<file path="src/rtl/intc_irq_sequencer.sv">
// intc_irq_sequencer
// Interrupt sequencer for the interrupt controller. It captures rising edges of
// per-source completion levels, applies a software mask, picks one source, and
// drives IRQ/irq_id until the CPU acknowledges. It then waits for an EOI write
// before raising another request. The MASK/PEND/STATUS/EOI registers sit at
// offsets 0x10-0x1C; offsets 0x00-0x0C belong to the ISR address table and
// read 0 here, so read_data can be ORed with the table read.
// Optional build macro: INTC_ROUND_ROBIN_EN selects round-robin arbitration.
// When it is undefined, arbitration is fixed priority with source 0 highest.

module intc_irq_sequencer #(
    parameter logic [31:0] BASE_ADDR   = 32'h00020000,
    parameter logic [15:0] ACK_TIMEOUT = 16'd1024
) (
    input  logic        clk,
    input  logic        rst,
    input  logic [3:0]  done,
    input  logic        IACK,
    input  logic [31:0] input_addr,
    input  logic        write_enable,
    input  logic [31:0] write_data,
    output logic [31:0] read_data,
    output logic        IRQ,
    output logic [1:0]  irq_id,
    output logic        error
);

    localparam logic [1:0] ST_IDLE    = 2'd0;
    localparam logic [1:0] ST_ASSERT  = 2'd1;
    localparam logic [1:0] ST_SERVICE = 2'd2;

    localparam logic [4:0] OFF_MASK   = 5'h10;
    localparam logic [4:0] OFF_PEND   = 5'h14;
    localparam logic [4:0] OFF_STATUS = 5'h18;
    localparam logic [4:0] OFF_EOI    = 5'h1C;

    logic [1:0]  r_state;
    logic        r_irq;
    logic [1:0]  r_irq_id;
    logic [3:0]  r_pend;
    logic [3:0]  r_mask;
    logic [3:0]  r_done_q;
    logic        r_overrun;
    logic        r_timeout;
    logic [15:0] r_ack_cnt;

    logic        w_hit;
    logic [4:0]  w_off;
    logic        w_wr_mask;
    logic        w_wr_pend;
    logic        w_wr_status;
    logic        w_wr_eoi;
    logic [3:0]  w_rise;
    logic        w_ack;
    logic [3:0]  w_ack_clr;
    logic [3:0]  w_w1c_clr;
    logic [3:0]  w_pend_nxt;
    logic [3:0]  w_req;
    logic        w_overrun_evt;
    logic        w_timeout_evt;
    logic        w_busy;
    logic [1:0]  w_start;
    logic [1:0]  w_pick;
    logic        w_unused_wdata;

    // Upper write-data bits carry no meaning for any register in this block.
    assign w_unused_wdata = &{1'b0, write_data[31:4]};

    // Picks the first requesting source, searching upward from 'start' and
    // wrapping 3 -> 0.
    function automatic logic [1:0] f_pick(input logic [3:0] req, input logic [1:0] start);
        logic [1:0] idx;
        logic       found;
        logic [1:0] pick;
        pick  = 2'd0;
        found = 1'b0;
        for (int k = 0; k < 4; k++) begin
            idx = start + 2'(k);
            if (!found && req[idx]) begin
                pick  = idx;
                found = 1'b1;
            end
        end
        return pick;
    endfunction

    assign w_hit       = (input_addr[31:5] == BASE_ADDR[31:5]);
    assign w_off       = input_addr[4:0];
    assign w_wr_mask   = write_enable && w_hit && (w_off == OFF_MASK);
    assign w_wr_pend   = write_enable && w_hit && (w_off == OFF_PEND);
    assign w_wr_status = write_enable && w_hit && (w_off == OFF_STATUS);
    assign w_wr_eoi    = write_enable && w_hit && (w_off == OFF_EOI);

    assign w_rise     = done & ~r_done_q;
    assign w_ack      = (r_state == ST_ASSERT) && IACK;
    assign w_ack_clr  = w_ack ? (4'b0001 << r_irq_id) : 4'b0000;
    assign w_w1c_clr  = w_wr_pend ? write_data[3:0] : 4'b0000;
    // A new rise beats any clear of the same bit in the same cycle.
    assign w_pend_nxt = (r_pend & ~(w_ack_clr | w_w1c_clr)) | w_rise;
    assign w_req      = r_pend & r_mask;

    assign w_overrun_evt = |(w_rise & r_pend);
    assign w_timeout_evt = (r_state == ST_ASSERT) && (r_ack_cnt == ACK_TIMEOUT - 16'd1);
    assign w_busy        = (r_state != ST_IDLE);

`ifdef INTC_ROUND_ROBIN_EN
    logic [1:0] r_rr_ptr;

    // Round-robin pointer remembers the last acknowledged source.
    always_ff @(posedge clk or negedge rst) begin
        if (!rst) begin
            r_rr_ptr <= 2'd3;
        end else if (w_ack) begin
            r_rr_ptr <= r_irq_id;
        end
    end

    assign w_start = r_rr_ptr + 2'd1;
`else
    assign w_start = 2'd0;
`endif

    assign w_pick = f_pick(w_req, w_start);

    // Edge-capture register for the completion levels.
    always_ff @(posedge clk or negedge rst) begin
        // NOTE: sequential state uses non-blocking assignments so every
        // register samples pre-edge values, independent of block order.
        if (!rst) begin
            r_done_q <= 4'b0000;
        end else begin
            r_done_q <= done;
        end
    end

    // Pending bits: set on rising edges, cleared by IACK or W1C.
    always_ff @(posedge clk or negedge rst) begin
        if (!rst) begin
            r_pend <= 4'b0000;
        end else begin
            r_pend <= w_pend_nxt;
        end
    end

    // Software mask register.
    always_ff @(posedge clk or negedge rst) begin
        if (!rst) begin
            r_mask <= 4'b0000;
        end else if (w_wr_mask) begin
            r_mask <= write_data[3:0];
        end
    end

    // Sticky error flags; a STATUS write clears them unless a new event lands.
    always_ff @(posedge clk or negedge rst) begin
        if (!rst) begin
            r_overrun <= 1'b0;
            r_timeout <= 1'b0;
        end else begin
            r_overrun <= w_overrun_evt || (r_overrun && !w_wr_status);
            r_timeout <= w_timeout_evt || (r_timeout && !w_wr_status);
        end
    end

    // Request/acknowledge/EOI sequencing with the acknowledge watchdog counter.
    always_ff @(posedge clk or negedge rst) begin
        if (!rst) begin
            r_state   <= ST_IDLE;
            r_irq     <= 1'b0;
            r_irq_id  <= 2'd0;
            r_ack_cnt <= 16'd0;
        end else begin
            case (r_state)
                ST_IDLE: begin
                    r_ack_cnt <= 16'd0;
                    if (|w_req) begin
                        r_irq_id <= w_pick;
                        r_irq    <= 1'b1;
                        r_state  <= ST_ASSERT;
                    end
                end
                ST_ASSERT: begin
                    if (IACK) begin
                        r_irq     <= 1'b0;
                        r_ack_cnt <= 16'd0;
                        r_state   <= ST_SERVICE;
                    end else if (r_ack_cnt != ACK_TIMEOUT - 16'd1) begin
                        r_ack_cnt <= r_ack_cnt + 16'd1;
                    end
                end
                ST_SERVICE: begin
                    if (w_wr_eoi) begin
                        r_state <= ST_IDLE;
                    end
                end
                default: begin
                    r_irq     <= 1'b0;
                    r_ack_cnt <= 16'd0;
                    r_state   <= ST_IDLE;
                end
            endcase
        end
    end

    // Register read mux; anything outside this block's registers reads 0.
    always_comb begin
        // NOTE: default first so every path assigns read_data and no latch forms.
        read_data = 32'd0;
        if (w_hit) begin
            case (w_off)
                OFF_MASK:   read_data = {28'd0, r_mask};
                OFF_PEND:   read_data = {28'd0, r_pend};
                OFF_STATUS: read_data = {27'd0, r_timeout, r_overrun, w_busy, r_irq_id};
                default:    read_data = 32'd0;
            endcase
        end
    end

    assign IRQ    = r_irq;
    assign irq_id = r_irq_id;
    assign error  = r_overrun | r_timeout;

endmodule

</file>
<file path="config.mk">
export PLATFORM = sky130hd
export DESIGN_NAME = intc_irq_sequencer
export DESIGN_NICKNAME = d
export VERILOG_FILES = /design/src/rtl/intc_irq_sequencer.sv
export SDC_FILE = /design/constraint.sdc
export NUM_CORES = 1
export LEC_CHECK = 0
export BUFFER_PORTS_ARGS = -buffer_cell sky130_fd_sc_hd__buf_2
export CAP_MARGIN = 20
export CORE_ASPECT_RATIO = 0.75
export CORE_MARGIN = 5
export CORE_UTILIZATION = 30
export DETAILED_ROUTE_END_ITERATION = 10
export PLACE_DENSITY = 0.54
export SYNTH_ARGS = -nofsm -noshare
export SYNTH_HDL_FRONTEND = slang
export SYNTH_SLANG_ARGS = --single-unit
</file>
<file path="constraint.sdc">
create_clock -name clk -period 1.98 [get_ports clk]
set_input_delay 0.297 -clock clk [delete_from_list [all_inputs] [get_ports clk]]
set_output_delay 0.297 -clock clk [all_outputs]
set_load 0.02 [all_outputs]
</file>
Word-level counts from Yosys, hierarchy flattened
Cells that the tools add are included.
W data, S select, Z words.
{ "totals": {"regBits": 35, "input_bits": 72, "out_inout_bits": 36} }
{ "op_classes": {"add_sub_neg": 1, "n_eq_ne": 13, "n_shift": 1, "muxes": 20, "bitwise_logic": 10, "reduce_logical": 26} }
{ "ops": {"columns": ["op", "count"], "rows": [
  ["$mux W16", 2],
  ["$mux W32", 1],
  ["$pmux W16 S2", 1],
  ["$eq A27 B13 Y1 const B", 1],
  ["$eq A5 B5 Y1 const B", 4],
  ["$add A16 B1 Y16 const B", 1],
  ["$and A4 B4 Y4", 4],
  ["$eq A16 B10 Y1 const B", 1],
  ["$ne A16 B10 Y1 const B", 1],
  ["$pmux W5 S3", 1],
  ["$logic_and A1 B1 Y1", 12],
  ["$mux W2", 5],
  ["$mux W4", 2],
  ["$not A4 Y4", 2],
  ["$or A4 B4 Y4", 2],
  ["$reduce_or A4 Y1", 2],
  ["$mux W1", 6],
  ["$ne A2 B2 Y1 const B", 3],
  ["$pmux W2 S3", 1],
  ["$reduce_and A3 Y1", 2],
  ["$logic_not A1 Y1", 4],
  ["$reduce_and A2 Y1", 2],
  ["$shl A1 B2 Y4 const A", 1],
  ["$ne A3 B2 Y1 const B", 1],
  ["8 further kinds", 9]
]} }

Logic depth before layout (Yosys ltp)
{ "depth": {"depth_word": 11, "ltp_mapped": 7} }

Least setup slack after synthesis
OpenSTA, ideal clock, no wires.
{ "synth_path": {"path_type": "input to output", "from": "input input_addr[1]", "to": "output read_data[0]", "arrival_ns": 1.460, "setup_slack_ns": 0.223, "cell_stages": 5, "path_buffers": 0, "path_cell_list": "nor4b_4 -> a22oi_1 -> nor2_1 -> a31oi_1 -> nor3_1"} }
{ "synth_via": {"elab_chain_cells": 3, "elab_cells_between_ends": 5, "classes_between": "3 x eq/ne; 2 x mux"} }
{ "synth_lines": {"columns": ["item", "line_no", "source"], "rows": [
  ["from (decl)", "19", "input logic [31:0] input_addr,"],
  ["$eq A5 B5 Y1", "210", "case (w_off)"],
  ["$pmux W5 S3 (*)", "210", null],
  ["$mux W32 (*)", "209", "if (w_hit) begin"],
  ["to (decl)", "22", "output logic [31:0] read_data,"]
]} }
Mark *: on every way between the ends. The rest lies on a longest branch, timed or not.

Worst setup path in the final report
{ "layout_path": {"from": "input input_addr[15]", "to": "output read_data[4]"} }
{ "layout_via": {"elab_chain_cells": 2} }
{ "layout_lines": {"columns": ["item", "line_no", "source"], "rows": [
  ["$eq A27 B13 Y1", "87", "assign w_hit = (input_addr[31:5] == BASE_ADDR[31:5]);"],
  ["$mux W32", "209", null]
]} }
No other way between the ends.

==> reports/metrics.cfg <==
[status]
status = completed

[finish]
nNetsFinal = 358
post_layout_nonfiller_instances = 387
fillCellCount = 752
mostFrequentLayoutCells = 52 x buf_2, 35 x dfrtp_1, 27 x conb_1
syn_to_final_growth_pct = 19.76
final_common_cell = buf_2
drive_above_1_share_pct = 33.57
antennaDiodeCount = 0

[power]
p_total_w = 0.001425
cellLeakagePower_nw = 1.248
vdd_drop_max_uv = 251.8
power_density_nw_per_um2 = 541.7

[global_routing]
grt.total_usage_pct = 11.43
grt_pass1_vias = 1726
top_usage_layer = met1
met2_usage_pct = 15.59
grt_use_met3_pct = 2.398
grt_overflow_total = 0
grt_pass1_wl_um = 8300
antenna_found_initial = 0
use_met1_pct = 17.25
grt_max_degree = 36

[floorplanning]
die_w_um = 108.8
std_cell_rows = 27
die_area_um2 = 9153
coreArea_um2 = 7229
die_h_um = 84.12
io_pins = 108
start_util_pct = 30.39

[critical_path]
crit_chain = buf_2 -> nor4_2 -> nand4_2 -> nor2_4 -> and3_1 -> buf_2
crit-reg2reg-launch = r_ack_cnt[0]$_DFFE_PN0P_
path_class = in -> out
cp_slowest_cell = nor4_2
worstPathRequired_ns = 1.68
r2r-end = r_ack_cnt[6]$_DFFE_PN0P_
slowest_delay_ns = 0.29
path_delay_family = simple AND/OR/NAND/NOR gates
cp.arrival_ns = 1.53
crit_fanout = 8
reg2reg_slack_ns = 0.18
worstSetupStartpointType = input pin
path_depth = 6
ff2ff_path_depth = 7
cp_num_buf_inv = 2
cp_common_cell = buf_2
critPathCaptureType = output port

[placement]
post-place-ws_ns = 0.05184
place_inst = 378
place_hpwl_um = 4151
numPortBuffers = 52
gp_congestion = 0.7905

[drt]
wl_um = 5243
vias = 1795
first_iter_violations = 73
ant_nets = 0
drc = 0
routed_via_density = 4.638
first_pass_iters = 4
routedWlPerCell_um = 13.55

[sta]
setup_tns_ns = 0
skew_ns = 0.004658
period_needed_ns = 1.823
drv_slew = 0
rsz0062_at_grt = no
timing.final.crit_share_pct = 92.08
relSlewSlack_pct = 47.55
layout_setup_ws_ns = 0.1568
timing.fmax_ghz = 0.5485
finalHoldViolCount = 0
setup_violations = 0
tightest_slew_ns = 0.7867

[worst_hold_path]
hold_path.class = in -> async

[synth]
synth_edf_count = 0
netlist_area_um2 = 2197
synth_top_area_share_pct = 39.86
post_synth_num_cell_types = 57
ys_top_cells_by_area = dfrtp_1 40%, buf_4 9.6%, nand2_1 3.2%
synth-xor-area-share_pct = 2.392
synth_seq_area_share_pct = 39.86
synth_warnings = 0
yosys.area_share.simple_pct = 29.21
ys.flop_type = dfrtp_1
ys_async_sr_fraction_pct = 100.0
synth_top_family_by_area = simple AND/OR/NAND/NOR gates
synth_cells = 221
synth_compound_area_share_pct = 12.93
yosysTopAreaCell = dfrtp_1
muxShareOfSynthArea_pct = 4.271
synthAdderAreaFrac_pct = 0.5695
ys_seq_elements = 35
syn_area_per_cell_um2 = 9.942

[cts]
cts_tree = yes
cts.sinks = 35
clk_pin_slew_ns = 0.07
clockBufferDepth = 2
cts-resized-gates = 0
cts_buffers = 5
clock_latency_ns = 0.28
htreeDepth = 2
cts-root-buf = clkbuf_8

[flow_run]
cap_violations = 0

## kinds of logic (layout without fill, tap and decap cells)
family | Yosys count | count (layout)
AO/OA/AOI/OAI | 41 | 41
adder cells (fa/ha/maj) | 1 | 1
other | 1 | 27
flip-flops | 35 | 35
AND/OR/NAND/NOR | 96 | 96
multiplexers | 7 | 7
XOR/XNOR | 6 | 6
buffers and inverters | 34 | 73
## through the flow
stage | utilization (%) | hold WS (ns) | area [µm²]
6_report | 36.40 | 0.09154 | 2631
3_5_place_dp | 34.91 | 0.4370 | 2524
3_3_place_gp | 34.91 | 0.4345 | 2524
2_1_floorplan | - | 0.001409 | 2295
5_1_grt | 36.40 | 0.1418 | 2631
4_1_cts | 36.29 | 0.1235 | 2624
## worst max path at each step
stage	end	from	slack (ns)
finish	read_data[4]	input_addr[15]	0.16
global route	read_data[4]	input_addr[15]	0.06
CTS	read_data[1]	input_addr[1]	0.1
detailed placement	r_mask[2]$_DFFE_PN0P_	input_addr[15]	0.05
global placement	r_mask[1]$_DFFE_PN0P_	input_addr[20]	0.07
floorplan	read_data[0]	input_addr[1]	0.22
## final cells by class
| type | instances | area, µm² | share of cell area, % |
|---|---|---|---|
| Sequential cell | 35 | 875.8 | 33.29 |
| Clock buffer | 8 | 100.1 | 3.804 |
| Inverter | 4 | 15.01 | 0.5706 |
| Tap cell | 101 | 126.4 | 4.803 |
| Timing Repair Buffer | 61 | 327.8 | 12.46 |
| Multi-Input combinational cell | 178 | 1186 | 45.08 |
## Yosys cell counts (all sizes together) (4+ instances only)
master  number
nor4         5
nand2       19
a22oi        4
inv          4
or3          4
nand3       10
o211ai       5
and3         7
nand2b       4
nand4        7
buf         28
nor2        14
nor3         7
xor2         6
a21oi        5
o21ai        8
dfrtp       35
mux2         7
## state kept, by name, summed over array words and instances, names as in the netlist
name	flops
IRQ	1
irq_id	2
r_ack_cnt	16
r_done_q	4
r_mask	4
r_overrun	1
r_pend	4
r_state	2
r_timeout	1
## what timing repair did
action	4_1_cts	5_1_grt
setup buffers	0	1
hold buffers	0	0
endpoints found under the hold margin	0	0
setup endpoints to repair	0	3
## power by group
part / leakage [nW] / internal, W / switching, W
registers: 0.449 / 0.000719 / 0.00000171
logic: 0.748 / 0.0000434 / 0.0000938
clock network: 0.0515 / 0.000317 / 0.000250
total: 1.25 / 0.00108 / 0.000346
## routing by layer
metal	routed length, µm	share of wire (%)
met2	1991	38
met1	2785	53
met4	81	1.5
met5	0	0
met3	385	7.3
No activity file was read; power rests on OpenSTA's default activity.
